$ cat config.mk
export PLATFORM = sky130hd
export DESIGN_NAME = mem_port_arbiter
export DESIGN_NICKNAME = d
export VERILOG_FILES = /design/src/rtl/mem_port_arbiter.sv
export SDC_FILE = /design/constraint.sdc
export NUM_CORES = 1
export LEC_CHECK = 0
export CAP_MARGIN = 20
export CORE_MARGIN = 1
export CORE_UTILIZATION = 37
export DETAILED_ROUTE_END_ITERATION = 10
export GPL_TIMING_DRIVEN = 0
export PLACE_DENSITY = 0.77
export SETUP_SLACK_MARGIN = 0.2
export SYNTH_ARGS = -nofsm -noshare
export SYNTH_HDL_FRONTEND = slang
export SYNTH_SLANG_ARGS = --single-unit
$ cat constraint.sdc
create_clock -name clk -period 1.85 [get_ports clk]
set_clock_uncertainty 0.2 [all_clocks]
set_input_delay 0.2775 -clock clk [delete_from_list [all_inputs] [get_ports clk]]
set_output_delay 0.2775 -clock clk [all_outputs]
set_load 0.02 [all_outputs]
$ cat src/rtl/mem_port_arbiter.sv
// -----------------------------------------------------------------------------
// mem_port_arbiter
//   Shares one single-ported unified memory between the CPU instruction-fetch
//   port (I) and the data-access port (D). One transaction is in flight at a
//   time: IDLE picks a winner, ACCESS holds the memory handshake until mem_ack,
//   RESP pulses the winner's ready for one cycle and ignores all requests so
//   the requester can update req before the next arbitration.
//
//   Arbitration: D wins ties (it holds the older instruction) unless D has
//   already been granted STARVE_MAX times in a row while I was waiting.
//
// Optional feature (macro ARB_TIMEOUT_EN):
//   Defined   - an ACCESS cycle counter aborts a transaction after TIMEOUT
//               cycles without mem_ack, sets sticky err, and still returns a
//               ready pulse to the granted port with rdata = 0.
//   Undefined - no counter, err tied 0, ACCESS waits for mem_ack forever.
//
// Ports:
//   clk, reset            clock; asynchronous active-low reset
//   if_req/if_addr        fetch request, held until if_ready
//   if_rdata/if_ready     fetched word (held) / one-cycle completion pulse
//   d_req/d_we/d_addr/d_wdata  data request, held until d_ready
//   d_rdata/d_ready       load data (held, untouched by stores) / completion
//   mem_req/mem_we/mem_addr/mem_wdata  memory request, held until mem_ack
//   mem_rdata/mem_ack     memory read data / completion
//   grant_d               current or last transaction belongs to D
//   err                   sticky timeout flag
// -----------------------------------------------------------------------------
module mem_port_arbiter #(
  parameter int ADDR_W     = 32,
  parameter int DATA_W     = 32,
  parameter int STARVE_MAX = 4,
  parameter int TIMEOUT    = 64
) (
  input  logic              clk,
  input  logic              reset,
  input  logic              if_req,
  input  logic [ADDR_W-1:0] if_addr,
  output logic [DATA_W-1:0] if_rdata,
  output logic              if_ready,
  input  logic              d_req,
  input  logic              d_we,
  input  logic [ADDR_W-1:0] d_addr,
  input  logic [DATA_W-1:0] d_wdata,
  output logic [DATA_W-1:0] d_rdata,
  output logic              d_ready,
  output logic              mem_req,
  output logic              mem_we,
  output logic [ADDR_W-1:0] mem_addr,
  output logic [DATA_W-1:0] mem_wdata,
  input  logic [DATA_W-1:0] mem_rdata,
  input  logic              mem_ack,
  output logic              grant_d,
  output logic              err
);

  typedef enum logic [1:0] {
    S_IDLE   = 2'd0,
    S_ACCESS = 2'd1,
    S_RESP   = 2'd2
  } state_t;

  localparam logic [3:0] STREAK_MAX = 4'(STARVE_MAX);

  state_t              r_state;
  state_t              w_state_nxt;

  logic                r_mem_req;
  logic                r_mem_we;
  logic [ADDR_W-1:0]   r_mem_addr;
  logic [DATA_W-1:0]   r_mem_wdata;
  logic                r_grant_d;
  logic [DATA_W-1:0]   r_if_rdata;
  logic [DATA_W-1:0]   r_d_rdata;
  logic                r_if_ready;
  logic                r_d_ready;
  logic [3:0]          r_streak;

  logic                w_grant_now;  // IDLE with a request: launch at this edge
  logic                w_pick_d;     // winner of this arbitration is D
  logic                w_done;       // ACCESS completed by mem_ack
  logic                w_tout;       // ACCESS aborted by the timeout counter
  logic [DATA_W-1:0]   w_resp_data;

`ifdef ARB_TIMEOUT_EN
  localparam int TCNT_W = $clog2(TIMEOUT + 1);
  logic [TCNT_W-1:0]   r_tcnt;
  logic                r_err;
  logic                w_tcnt_hit;

  // The counter is 0 in the first ACCESS cycle, so hitting TIMEOUT-1 means
  // mem_req has been high for TIMEOUT cycles with no ack.
  assign w_tcnt_hit = (r_tcnt == TCNT_W'(TIMEOUT - 1));
`else
  logic                w_tcnt_hit;
  logic                w_unused_timeout;

  assign w_tcnt_hit       = 1'b0;
  assign w_unused_timeout = (TIMEOUT != 0);
`endif

  // ---------------------------------------------------------------------------
  // Next-state / control
  // ---------------------------------------------------------------------------
  always_comb begin
    w_state_nxt = r_state;
    w_grant_now = 1'b0;
    w_pick_d    = 1'b0;
    w_done      = 1'b0;
    w_tout      = 1'b0;
    case (r_state)
      S_IDLE: begin
        if (if_req || d_req) begin
          w_grant_now = 1'b1;
          // Streak saturates at STREAK_MAX, so "!=" is the "<" test.
          w_pick_d    = d_req && (!if_req || (r_streak != STREAK_MAX));
          w_state_nxt = S_ACCESS;
        end
      end
      S_ACCESS: begin
        if (mem_ack) begin
          w_done      = 1'b1;
          w_state_nxt = S_RESP;
        end else if (w_tcnt_hit) begin
          w_tout      = 1'b1;
          w_state_nxt = S_RESP;
        end
      end
      S_RESP:  w_state_nxt = S_IDLE;
      default: w_state_nxt = S_IDLE;
    endcase
  end

  // An aborted access returns zero to the requester.
  assign w_resp_data = w_tout ? '0 : mem_rdata;

  always_ff @(posedge clk or negedge reset) begin
    if (!reset) r_state <= S_IDLE;
    else        r_state <= w_state_nxt;
  end

  // ---------------------------------------------------------------------------
  // Memory handshake, responses, starvation streak
  // ---------------------------------------------------------------------------
  always_ff @(posedge clk or negedge reset) begin
    if (!reset) begin
      r_mem_req   <= 1'b0;
      r_mem_we    <= 1'b0;
      r_mem_addr  <= '0;
      r_mem_wdata <= '0;
      r_grant_d   <= 1'b0;
      r_if_rdata  <= '0;
      r_d_rdata   <= '0;
      r_if_ready  <= 1'b0;
      r_d_ready   <= 1'b0;
      r_streak    <= '0;
    end else begin
      // Ready is a single-cycle pulse: it is only ever set on the edge that
      // enters RESP and cleared on the edge that leaves it.
      r_if_ready <= 1'b0;
      r_d_ready  <= 1'b0;

      if (w_grant_now) begin
        r_mem_req   <= 1'b1;
        r_mem_we    <= w_pick_d & d_we;
        r_mem_addr  <= w_pick_d ? d_addr  : if_addr;
        r_mem_wdata <= w_pick_d ? d_wdata : '0;
        r_grant_d   <= w_pick_d;
        // Only D grants that leave I waiting lengthen the streak.
        if (w_pick_d && if_req) begin
          if (r_streak != STREAK_MAX) r_streak <= r_streak + 4'd1;
        end else begin
          r_streak <= '0;
        end
      end

      if (w_done || w_tout) begin
        r_mem_req <= 1'b0;
        r_mem_we  <= 1'b0;
        if (r_grant_d) begin
          r_d_ready <= 1'b1;
          // Stores leave the load-data register untouched.
          if (!r_mem_we) r_d_rdata <= w_resp_data;
        end else begin
          r_if_ready <= 1'b1;
          r_if_rdata <= w_resp_data;
        end
      end
    end
  end

`ifdef ARB_TIMEOUT_EN
  always_ff @(posedge clk or negedge reset) begin
    if (!reset) begin
      r_tcnt <= '0;
      r_err  <= 1'b0;
    end else begin
      if (w_grant_now)                             r_tcnt <= '0;
      else if ((r_state == S_ACCESS) && !w_tcnt_hit) r_tcnt <= r_tcnt + 1'b1;
      if (w_tout) r_err <= 1'b1;
    end
  end

  assign err = r_err;
`else
  assign err = 1'b0;
`endif

  assign mem_req   = r_mem_req;
  assign mem_we    = r_mem_we;
  assign mem_addr  = r_mem_addr;
  assign mem_wdata = r_mem_wdata;
  assign grant_d   = r_grant_d;
  assign if_rdata  = r_if_rdata;
  assign if_ready  = r_if_ready;
  assign d_rdata   = r_d_rdata;
  assign d_ready   = r_d_ready;

endmodule

# After elaboration in Yosys (flattened, before gate mapping)
# Index checks and enable logic that the tools add are counted.
# Widths: inputs -> output; s select.
# totals
regBits	139
mem_count	0
latch_bits	0
ramBits	0
rom_bits	0
elab_cells	52
inputBits	134
out_inout_bits	134
# op_classes
bitwise_logic	3
n_addsub	1
n_shift	0
mul	0
div_mod_pow	0
magnitude_cmp	0
eq_ne	5
n_reduce_logical	11
mux	21
# ops
operator	n
$mux 32	2
$mux 1	14
$mux 4	2
$reduce_and 2->1	3
$add 4x1->4 const B	1
$mux 2	2
$ne 2x2->1 const B	2
$ne 4x3->1 const B	1
$pmux 2 s2	1
$reduce_and 3->1	1
$eq 2x1->1 const B	1
$logic_and 1x1->1	2
$logic_not 2->1	1
$logic_or 1x1->1	2
$ne 2x1->1 const B	1
$not 1->1	2
$reduce_bool 2->1	1
$and 1x1->1	1
$logic_not 1->1	1

# Depth between registers and ports, before layout
# depth
depth_word	8
depth_mapped	9
depth_no_buf	6

# Worst setup path after synthesis
# OpenSTA, ideal clock, no wires.
# synth_timing
kind	flip-flop to flip-flop
from	register r_state[1]
to	register r_d_rdata[10] (netlist: d_rdata[10])
period_less_slack_ps	1939
n_path_buf	2
setup_time_ps	125
path_slack_ps	-89
arrival_ps	1614
path_stages_with_launch	7
cell_sequence	dfrtp_1 nand2b_1 or2_1 buf_2 nor3b_4 buf_6 mux2_2
# synth_between
elab_chain_len	3
# synth_lines
element	line	rtl
start: declaration	65	state_t r_state;
start signal: assignment	139	else r_state <= w_state_nxt;
$eq 2x1->1	111	case (r_state)
$mux 1	111	
$reduce_and 3->1 (no line)	n/a	
end signal: assignment	183	if (!r_mem_we) r_d_rdata <= w_resp_data;
end: declaration	74	logic [DATA_W-1:0] r_d_rdata;
# Every way passes these cells.
# A chain may end at the register's enable or synchronous reset.

# Worst setup path in the final report
# layout_timing
from	register r_state[1]
to	register r_d_rdata[15] (netlist: d_rdata[15])
# Same word-level chain as after synthesis.

==> flow_summary.toml <==
[setup_path]
timing.critical_path.to_type = "register"
crit_path_cell_trace = "nand2b_4 > or2_1 > buf_6 > nor3b_4 > buf_6 > buf_12 > mux2_2"
startpoint_type = "register"
crit_path_frequent_cell = "buf_6"
ws_path_type = "reg -> reg"
crit_path_top_delay_cell = "dfrtp_1"
worst-path-buf-inv = 3
timing.critical_path.max_delay_family = "simple AND/OR/NAND/NOR gates"
critical_path.max_fanout = 10
slowest_delay_ps = 380
required_time_reported_for_the_critical_path_endpoint_ps = 1940
worst-endpoint-arrival_ps = 2130

[drt]
vias_per_cell = 5.04
detail_route.drc_violations = 0
routedWlPerCell_um = 19.0
number_of_design_rule_violations_left_by_the_first_detailed_router_iteration = 260
via_count = 4781
antenna_violating_nets_post_route = 0
drt_pre_antenna_iters = 4
totalWireLength_mm = 18.1

[finish]
area_delta_synth_final_pct = 85.5
fin_nets = 891
drive_above_1_share = 0.294
layout.cell_area.non_filler_um2 = 10100

[floorplanning]
dieHeight_um = 123
core_area_um2 = 14100
top_level_ports = 268
num_rows = 43
dieWidth_um = 123
floorplan.die_area_um2 = 15200
start_util = 0.386

[timing]
timing_worst_slew_pin_value_ps = 750
period_minus_slack_ps = 2040
fin_tns_setup_ps = -8690
total_count_of_max_transition_violations_in_the_final_report = 0
slew_headroom = 0.500
rsz0062_at_grt = "true"
fin_crit_sh = 1.10
timing.final.hold_violations = 0
final-setup-viol-count = 98
layout_setup_ws_ps = -188
clock.fmax_mhz = 491

[synth]
yosys_warnings = 0
synth_largest_area_cell = "dfrtp_1"
syn_area_per_cell_um2 = 12.6
synth_top_cells_by_area = "dfrtp_1 64%, mux2_2 13%, a21oi_1 5.9%"
synth.net_count = 568
synth-seq-area-share = 0.639
yosysTopAreaCellShare = 0.639
synthesis.area_um2 = 5450
synthCells = 432
postSynthRegisterBits = 139
cell_variety_after_synth = 26

[cts]
clk_pin_slew_ps = 60
clock_tree_from_tritoncts = "built"
h-tree-depth = 4
clock_insertion_delay_worst_skew_ps = 410
cts.sink_count = 139
cts_inserted_buffers = 17
ctsLongestPathBuffers = 2
clockRootBuffer = "clkbuf_16"

[global_route]
gr-usage-all-layers = 0.232
vias_in_the_first_global_route = 4995
wire_length_of_the_first_global_routing_pass_mm = 26.2
grt_antenna_before_repair = 1
grt_max_degree = 83
grt.overflow.total = 0

[pwr]
p_sw_mw = 6.85
power_leakage_nw = 4.59
swShare = 0.380
power-per-cell-area_nw_per_um2 = 1780
power_report.internal_total_mw = 11.2
pwr-share-seq = 0.297
clock_power_share = 0.194
comb_power_share = 0.509
ir_worst_vdd_mv = 0.802

[outcome]
violated_checks = "setup timing"
outcome = "finished, violations left"

[place]
hpwl_mm = 12.1
place_area_um2 = 8620
place_congestion = 0.786
placement.io_buffers = 265

[job]
cap_viol_max_count = 0

[worst_hold_path]
worst_hold_path_type = "in -> reg"
-- state kept, by name, summed over array words and instances, names as in the netlist --
| signal | count |
|---|---|
| mem_we | 1 |
| mem_wdata | 32 |
| d_rdata | 32 |
| d_ready | 1 |
| grant_d | 1 |
| mem_req | 1 |
| mem_addr | 32 |
| if_rdata | 32 |
| r_streak | 4 |
| if_ready | 1 |
| r_state | 2 |
-- cell type report --
cell class | instances | area (µm²)
Fill cell | 934 | 3990
Antenna cell | 1 | 2.50
Inverter | 4 | 15.0
Multi-Input combinational cell | 258 | 2340
Timing Repair Buffer | 304 | 3070
Buffer | 31 | 364
Clock inverter | 13 | 165
Tap cell | 180 | 225
Sequential cell | 139 | 3480
Clock buffer | 19 | 443
-- worst paths after layout --
check                                  startpoint                  endpoint  slack, ps  cells after the start
hold reg to reg               mem_req$_DFFE_PN0P_       mem_req$_DFFE_PN0P_        270                      2
min in group asynchronous                   reset   d_rdata[22]$_DFFE_PN0P_        290                      2
setup / recovery           r_state[1]$_DFFE_PN0P_   d_rdata[15]$_DFFE_PN0P_       -190                      7
hold / removal                             if_req   r_streak[2]$_DFFE_PN0P_         50                      2
max in group asynchronous                   reset  mem_addr[27]$_DFFE_PN0P_        400                      3
setup reg to reg           r_state[1]$_DFFE_PN0P_   d_rdata[15]$_DFFE_PN0P_       -190                      7
-- cells in the final DEF, fill, tap and decap left out, types with 21 or more instances in the layout --
cell type,count
clkdlybuf4s15_1,40
dlygate4sd2_1,88
clkbuf_16,21
mux2_4,59
a22o_1,32
a21oi_2,33
nand2_1,37
nor2_1,33
dfrtp_1,138
clkdlybuf4s50_1,131
-- logic make-up (layout without fill, tap and decap cells) --
group                    Yosys count  count (layout)  share of synthesized area
buffers and inverters             35             371                     0.0342
multiplexers                      64              64                      0.132
AND/OR/NAND/NOR                   85              85                     0.0673
AO/OA/AOI/OAI                    106             106                      0.122
adder cells (fa/ha/maj)            2               2                    0.00459
flip-flops                       139             139                      0.639
other                              1               2                   0.000689
-- synth_stat cells --
cell type	n
dfrtp_1	139
o21ai_1	1
nand2_1	37
and2_1	1
nor2_1	34
a32o_1	2
buf_6	6
conb_1	1
a21oi_1	64
or2_1	1
nor3b_4	1
clkbuf_1	19
nand3_1	4
a22o_1	32
nor2_2	1
buf_4	1
nand4b_1	2
and3_1	1
mux2_2	64
buf_2	5
o21a_1	1
a22oi_1	1
inv_1	4
nand2b_1	3
ha_1	2
o21ai_0	5
-- metal layers --
layer	share of wire	GRT usage
met2	0.50	0.391
met5	0	0
met4	0.020	0.0836
met1	0.39	0.262
met3	0.092	0.0996
-- power by group through the flow --
stage	clock network (mW)	logic, mW	registers (mW)
final	3.51	9.17	5.35
after global routing	3.72	9.75	5.50
after CTS	3.56	8.41	5.29
after detailed placement	0	8.41	5.35
after global placement	0	8.24	5.30
after floorplan	0	2.75	6.98
-- stage by stage --
stage / util / std cells / power [mW] / hold slack (ps) / worst slack (ps)
after floorplan: - / 432 / 9.73 / -218 / -83.1
after global placement: 0.609 / 877 / 13.5 / 264 / -5020
after detailed placement: 0.611 / 878 / 13.8 / 176 / -602
after CTS: 0.686 / 938 / 17.3 / 14.6 / -171
after global routing: 0.717 / 949 / 19.0 / 30.3 / -251
final: 0.717 / 949 / 18.0 / 47.7 / -188
-- repair_timing --
item,CTS,global route
resized for setup,214,120
buffers inserted,20,6
cloned,6,4
pin swaps,3,23
hold endpoints to repair,83,0
hold buffers,2,0
endpoints found under the setup margin,270,181
-- worst register-to-register path, delay by kind of cell, from the launching register on --
family / cells / cell delay (ps)
buffers and inverters: 3 / 460
DFF: 1 / 380
muxes: 1 / 340
and+or+nand+nor: 3 / 530
Note: power is estimated with default switching activity, not from simulation.
